<file path="config.mk">
export PLATFORM = sky130hd
export DESIGN_NAME = posit_serial_encoder_8bit_flat
export DESIGN_NICKNAME = d
export VERILOG_FILES = /design/src/rtl/posit_serial_encoder_8bit_if.sv /design/src/rtl/posit_serial_encoder_8bit.sv /design/src/flat_wrapper.sv
export SDC_FILE = /design/constraint.sdc
export NUM_CORES = 1
export LEC_CHECK = 0
export ABC_AREA = 1
export ABC_CLOCK_PERIOD_IN_PS = 1800
export CELL_PAD_IN_SITES_DETAIL_PLACEMENT = 0
export CELL_PAD_IN_SITES_GLOBAL_PLACEMENT = 2
export CORE_AREA = 2 2 108 84
export CTS_CLUSTER_SIZE = 12
export DETAILED_ROUTE_END_ITERATION = 16
export DIE_AREA = 0 0 110 86
export PLACE_DENSITY_LB_ADDON = 0.3
export RECOVER_POWER = 50
export SLEW_MARGIN = 20
export SYNTH_ARGS = -nofsm -noshare
export SYNTH_HDL_FRONTEND = slang
export SYNTH_SLANG_ARGS = --single-unit
</file>
<file path="constraint.sdc">
create_clock -name clk -period 1.8 [get_ports clk]
set_input_delay 0.36 -clock clk [delete_from_list [all_inputs] [get_ports clk]]
set_output_delay 0.36 -clock clk [all_outputs]
set_load 0.05 [all_outputs]
</file>
<file path="src/rtl/posit_serial_encoder_8bit_if.sv">
// Handshake/bus bundle for the serial posit encoder: extended operand in, 8-bit posit out.
// POSIT_ENC_STATUS_EN adds the out_inexact/out_saturated status signals.
interface posit_serial_encoder_8bit_if;
  logic       in_valid;
  logic       in_ready;
  logic       p_inf;
  logic       p_zer;
  logic       p_sgn;
  logic [3:0] p_exp;
  logic [4:0] p_frc;
  logic [1:0] p_gs;
  logic       out_valid;
  logic       out_ready;
  logic [7:0] posit;
`ifdef POSIT_ENC_STATUS_EN
  logic       out_inexact;
  logic       out_saturated;

  modport slave (
    input  in_valid, p_inf, p_zer, p_sgn, p_exp, p_frc, p_gs, out_ready,
    output in_ready, out_valid, posit, out_inexact, out_saturated
  );
  modport master (
    output in_valid, p_inf, p_zer, p_sgn, p_exp, p_frc, p_gs, out_ready,
    input  in_ready, out_valid, posit, out_inexact, out_saturated
  );
`else
  modport slave (
    input  in_valid, p_inf, p_zer, p_sgn, p_exp, p_frc, p_gs, out_ready,
    output in_ready, out_valid, posit
  );
  modport master (
    output in_valid, p_inf, p_zer, p_sgn, p_exp, p_frc, p_gs, out_ready,
    input  in_ready, out_valid, posit
  );
`endif
endinterface

</file>
<file path="src/rtl/posit_serial_encoder_8bit.sv">
// Multi-cycle es=0 posit encoder: regime built bitwise, fraction packed, then round-to-nearest-even.
// Optional status outputs (inexact/saturated) are enabled with POSIT_ENC_STATUS_EN.
module posit_serial_encoder_8bit #(
  parameter int FAST_SPECIAL = 1
) (
  input logic                          clk,
  input logic                          rst_n,
  posit_serial_encoder_8bit_if.slave   bus
);

  typedef enum logic [2:0] {IDLE, REGIME, PACK, ROUND, DONE} state_t;

  state_t      state_q, state_d;
  logic        sgn_q, sgn_d;
  logic [4:0]  frc_q, frc_d;
  logic [1:0]  gs_q, gs_d;
  logic        run_q, run_d;
  logic [2:0]  r_q, r_d;
  logic [2:0]  cnt_q, cnt_d;
  logic [15:0] stream_q, stream_d;
  logic [7:0]  posit_q, posit_d;
  logic        special_q, special_d;
`ifdef POSIT_ENC_STATUS_EN
  logic        inexact_q, inexact_d;
  logic        sat_q, sat_d;
`endif

  // Returns {clamp_fired, body} after applying the rounding increment and the two clamps.
  function automatic logic [7:0] round_body(input logic [6:0] body, input logic rnd);
    logic [7:0] sum;
    sum = {1'b0, body} + {7'b0, rnd};
    if (sum[7])               round_body = {1'b1, 7'h7F};
    else if (sum[6:0] == 7'd0) round_body = {1'b1, 7'h01};
    else                      round_body = {1'b0, sum[6:0]};
  endfunction

  function automatic logic [2:0] run_len(input logic signed [4:0] k);
    logic signed [4:0] r;
    r = k[4] ? -k : (k + 5'sd1);
    run_len = r[2:0];
  endfunction

  logic signed [4:0] k_s;
  logic [15:0]       tail_w;
  logic [6:0]        body_w;
  logic              g_w;
  logic              st_w;
  logic [7:0]        rb_w;

  assign k_s = $signed({1'b0, bus.p_exp}) - 5'sd7 + $signed({4'b0, bus.p_sgn});

  // With a full 7-bit run there is no terminator, so the fraction sits right after the run.
  assign tail_w = (r_q == 3'd7) ? ({frc_q, gs_q, 9'b0} >> 7)
                                : ({~run_q, frc_q, gs_q, 8'b0} >> r_q);
  assign body_w = stream_q[15:9];
  assign g_w    = stream_q[8];
  assign st_w   = (|stream_q[7:0]) | gs_q[0];
  assign rb_w   = round_body(body_w, g_w & (st_w | body_w[0]));

  always_comb begin
    state_d   = state_q;
    sgn_d     = sgn_q;
    frc_d     = frc_q;
    gs_d      = gs_q;
    run_d     = run_q;
    r_d       = r_q;
    cnt_d     = cnt_q;
    stream_d  = stream_q;
    posit_d   = posit_q;
    special_d = special_q;
`ifdef POSIT_ENC_STATUS_EN
    inexact_d = inexact_q;
    sat_d     = sat_q;
`endif
    unique case (state_q)
      IDLE: begin
        if (bus.in_valid) begin
          sgn_d    = bus.p_sgn;
          frc_d    = bus.p_frc;
          gs_d     = bus.p_gs;
          run_d    = ~k_s[4];
          r_d      = run_len(k_s);
          cnt_d    = run_len(k_s);
          stream_d = 16'd0;
`ifdef POSIT_ENC_STATUS_EN
          inexact_d = 1'b0;
          sat_d     = 1'b0;
`endif
          if (bus.p_inf || bus.p_zer) begin
            special_d = 1'b1;
            posit_d   = bus.p_inf ? 8'h80 : 8'h00;
            state_d   = (FAST_SPECIAL != 0) ? DONE : PACK;
          end else begin
            special_d = 1'b0;
            state_d   = REGIME;
          end
        end
      end
      REGIME: begin
        stream_d = {run_q, stream_q[15:1]};
        cnt_d    = cnt_q - 3'd1;
        if (cnt_q == 3'd1) state_d = PACK;
      end
      PACK: begin
        if (!special_q) stream_d = stream_q | tail_w;
        state_d = ROUND;
      end
      ROUND: begin
        if (!special_q) begin
          posit_d = {sgn_q, rb_w[6:0]};
`ifdef POSIT_ENC_STATUS_EN
          inexact_d = g_w | st_w;
          sat_d     = rb_w[7];
`endif
        end
        state_d = DONE;
      end
      DONE: begin
        if (bus.out_ready) state_d = IDLE;
      end
      default: state_d = IDLE;
    endcase
  end

  always_ff @(posedge clk or negedge rst_n) begin
    if (!rst_n) begin
      state_q   <= IDLE;
      sgn_q     <= 1'b0;
      frc_q     <= 5'd0;
      gs_q      <= 2'd0;
      run_q     <= 1'b0;
      r_q       <= 3'd0;
      cnt_q     <= 3'd0;
      stream_q  <= 16'd0;
      posit_q   <= 8'h00;
      special_q <= 1'b0;
`ifdef POSIT_ENC_STATUS_EN
      inexact_q <= 1'b0;
      sat_q     <= 1'b0;
`endif
    end else begin
      state_q   <= state_d;
      sgn_q     <= sgn_d;
      frc_q     <= frc_d;
      gs_q      <= gs_d;
      run_q     <= run_d;
      r_q       <= r_d;
      cnt_q     <= cnt_d;
      stream_q  <= stream_d;
      posit_q   <= posit_d;
      special_q <= special_d;
`ifdef POSIT_ENC_STATUS_EN
      inexact_q <= inexact_d;
      sat_q     <= sat_d;
`endif
    end
  end

  assign bus.in_ready  = (state_q == IDLE);
  assign bus.out_valid = (state_q == DONE);
  assign bus.posit     = posit_q;
`ifdef POSIT_ENC_STATUS_EN
  assign bus.out_inexact   = inexact_q;
  assign bus.out_saturated = sat_q;
`endif

endmodule

</file>
<file path="src/flat_wrapper.sv">
// flat-port wrapper written by rule: the top's interface ports become plain ports
module posit_serial_encoder_8bit_flat 
#(
  parameter int FAST_SPECIAL = 1
)
  (clk, rst_n, bus_in_valid, bus_p_inf, bus_p_zer, bus_p_sgn, bus_p_exp, bus_p_frc, bus_p_gs, bus_out_ready, bus_in_ready, bus_out_valid, bus_posit);
  posit_serial_encoder_8bit_if bus_i ();
  input logic clk;
  input logic rst_n;
  input wire logic [$bits(bus_i.in_valid)-1:0] bus_in_valid;
  input wire logic [$bits(bus_i.p_inf)-1:0] bus_p_inf;
  input wire logic [$bits(bus_i.p_zer)-1:0] bus_p_zer;
  input wire logic [$bits(bus_i.p_sgn)-1:0] bus_p_sgn;
  input wire logic [$bits(bus_i.p_exp)-1:0] bus_p_exp;
  input wire logic [$bits(bus_i.p_frc)-1:0] bus_p_frc;
  input wire logic [$bits(bus_i.p_gs)-1:0] bus_p_gs;
  input wire logic [$bits(bus_i.out_ready)-1:0] bus_out_ready;
  output wire logic [$bits(bus_i.in_ready)-1:0] bus_in_ready;
  output wire logic [$bits(bus_i.out_valid)-1:0] bus_out_valid;
  output wire logic [$bits(bus_i.posit)-1:0] bus_posit;
  assign bus_i.in_valid = bus_in_valid;
  assign bus_i.p_inf = bus_p_inf;
  assign bus_i.p_zer = bus_p_zer;
  assign bus_i.p_sgn = bus_p_sgn;
  assign bus_i.p_exp = bus_p_exp;
  assign bus_i.p_frc = bus_p_frc;
  assign bus_i.p_gs = bus_p_gs;
  assign bus_i.out_ready = bus_out_ready;
  assign bus_in_ready = bus_i.in_ready;
  assign bus_out_valid = bus_i.out_valid;
  assign bus_posit = bus_i.posit;
  posit_serial_encoder_8bit #(.FAST_SPECIAL(FAST_SPECIAL)) u_core (.clk(clk), .rst_n(rst_n), .bus(bus_i));
endmodule
</file>
==> flow_summary.yaml <==
status:
  status: "complete, no violations"
logic_synthesis:
  ys_types: 33
  syn_area_um2: 2630
  ys_warn_count: 0
  synth_area_leaders: "dfrtp_1 (41%), nand2_1 (18%), o21ai_0 (7.0%)"
  synth-seq-cells: 43
  synth_edf_count: 0
  synth_nets: 391
  synthTopCellsByCount: "nand2_1 (127), inv_1 (44), dfrtp_1 (43)"
  synth_top_area_cell: "dfrtp_1"
  synth_most_common_cell: "nand2_1"
  syn_inst: 366
  synth_async_sr_flop_share_pct: 100
  synth_top_cell_area_share_pct: 40.9
  ys_seq_area_share_pct: 40.9
  synth.avg_cell_area_um2: 7.20
  synth_flop_cell: "dfrtp_1"
detailed_routing:
  via_per_inst: 4.61
  wl_per_cell_um: 12.9
  first_pass_iters: 4
  vias: 2397
  wl_um: 6700
  drc: 0
  drtIter0Drc: 98
  ant_nets: 0
cts:
  cts_inserted_buffers: 5
  clock_sinks: 43
  htree_levels: 2
  cts_buffer_depth: 2
  clk_pin_slew_ns: 0.09
  clk_latency_ns: 0.30
  cts_tree: "done"
  root_buffer: "clkbuf_8"
hold_path:
  hold_path_class: "register to register"
critical_path:
  crit_family: "buffers and inverters"
  cp_slowest_stage_delay_ns: 0.46
  crit_type: "primary input to register"
  endpoint_kind: "register"
  crit_slowest_cell: "clkdlybuf4s50_1"
  cp_max_fo: 2
  path_cells: "clkdlybuf4s50_1 > inv_1 > ha_4 > inv_2 > ha_4 > ha_2 > inv_1 > nand2_2 > o211ai_1 > nand3_1 > a22oi_1"
  worst_ep_required_time_ns: 2.02
  critPathArrivalTime_ns: 1.93
  cp-start-kind: "primary input"
  cp_num_buf_inv: 4
global_routing:
  grtUsageTotal_pct: 15.9
  grt_max_degree: 20
  grt.met2_usage_pct: 24.5
  busiest_layer: "met2"
  grt_overflow: 0
  grt_pass1_wl_um: 11800
  antenna_found_initial: 0
  grtUsageMet1_pct: 22.6
  first_global_vias: 2444
  grt_util_met3_pct: 3.12
finish:
  drive_above_1_share_pct: 16.3
  area.growth.synth_to_final_pct: 24.6
  fill_cells: 891
  n_antenna_cell: 0
  regArea_um2: 1080
  multi_input_area_um2: 1350
  final_cell_count_no_fill: 520
  final_nets: 436
floorplan:
  num_rows: 29
  ios: 28
  die_w_um: 110
  dieArea_um2: 9460
  initial_core_util_pct: 31.7
  core-area_um2: 8310
  die_y_um: 86
sta:
  final.period_utilization_pct: 95.3
  skew_ns: 0.00836
  finalSetupTns_ns: 0
  maxSlewViolCount: 0
  fmax_mhz: 583
  tightestPinTransition_ns: 1.02
  fin_crit_ns: 1.71
  slew_headroom_pct: 32.2
  finalSetupViolCount: 0
  finalWorstSetupSlack_ns: 0.0851
  finalHoldViolCount: 0
power:
  p_leak_nw: 1.64
  ir_drop_v: 0.000769
  powerDensity_nw_per_um2: 1540
  power_w: 0.00506
placed_design:
  io_buffers: 27
  dp_cells: 508
  gp_congestion: 0.836
  dp_hpwl_um: 5150
  place_ws_ns: -0.346
job:
  drv_cap: 0
[per-stage QoR]
step                      utilization, %  hold slack, ns  instance area [um^2]
after detailed placement            37.3           0.323                  3100
final                               39.5           0.478                  3280
after CTS                           38.8           0.486                  3220
after global placement              37.3           0.325                  3100
after global routing                39.5           0.505                  3280
after floorplan                        -          0.0644                  2640
[registers in the layout (all words and copies together) (netlist names)]
register / flops
u_core.gs_q: 2
u_core.bus.posit: 8
u_core.special_q: 1
u_core.r_q: 3
u_core.run_q: 1
u_core.cnt_q: 3
u_core.stream_q: 16
u_core.sgn_q: 1
u_core.frc_q: 5
u_core.state_q: 3
[report_power, final]
part           leakage, nW  switching [W]  total [W]  internal, W
Sequential           0.563       0.000257    0.00154      0.00128
Clock               0.0581       0.000371   0.000785     0.000414
Combinational         1.02        0.00175    0.00274     0.000991
[layout make-up]
cell class | count | share of cell area, %
Clock inverter | 3 | 1.33
Tap cell | 108 | 4.12
Timing Repair Buffer | 48 | 12.8
Multi-Input combinational cell | 264 | 41.3
Clock buffer | 5 | 2.10
Sequential cell | 43 | 32.8
Inverter | 49 | 5.61
[layer usage]
layer	vias up	routed length, um
met2	36	2800
met3	13	247
met4	0	125
met5	-	0
met1	1091	3540
li1	1257	-
[worst paths after layout]
check	startpoint	end	slack (ns)	depth (start not counted)
setup / recovery	bus_p_exp[0]	u_core.cnt_q[2]	0.09	11
min in group asynchronous	rst_n	u_core.bus.posit[5]	0.74	2
max in group asynchronous	rst_n	u_core.stream_q[3]	0.23	3
setup reg to reg	u_core.state_q[2]	u_core.stream_q[9]	0.25	5
hold reg to reg	u_core.bus.posit[2]	u_core.bus.posit[2]	0.48	2
hold / removal	u_core.bus.posit[2]	u_core.bus.posit[2]	0.48	2
[worst reg2reg max path, stage by stage, from the launching register on]
cell and delay (ns):
dfrtp_1 0.39, inv_1 0.14, nand3_2 0.24, o21ai_4 0.45
nor2_1 0.08, a21oi_1 0.17
[logic make-up (layout without fill, tap and decap cells)]
family,after synthesis,count (layout),share of synthesized area [%]
AND/OR/NAND/NOR,181,181,29.0
AO/OA/AOI/OAI,73,73,15.9
buffers and inverters,59,105,9.93
flip-flops,43,43,40.9
adder cells (fa/ha/maj),7,7,3.33
XOR/XNOR,3,3,0.998
[cell usage in the layout (no fill, tap or decap), drive strengths merged, types with 2 or more instances in the layout]
| cell type | n |
|---|---|
| nand2 | 129 |
| clkinv | 2 |
| buf | 26 |
| nand3 | 19 |
| nor3 | 2 |
| nor2 | 26 |
| nand3b | 2 |
| a31oi | 4 |
| clkdlybuf4s50 | 16 |
| xor2 | 2 |
| o21ai | 44 |
| o22ai | 4 |
| o211ai | 3 |
| clkbuf | 10 |
| inv | 49 |
| ha | 7 |
| dfrtp | 43 |
| nand4 | 2 |
| a21oi | 16 |
[repair_timing]
item / 4_1_cts / 5_1_grt
endpoints found under the setup margin: 2 / 5
hold buffers: 1 / 0
resized for setup: 2 / 15
buffers inserted: 0 / 3
endpoints found under the hold margin: 14 / 0
pin swaps: 0 / 5
Power figures use the tool's default switching activity.
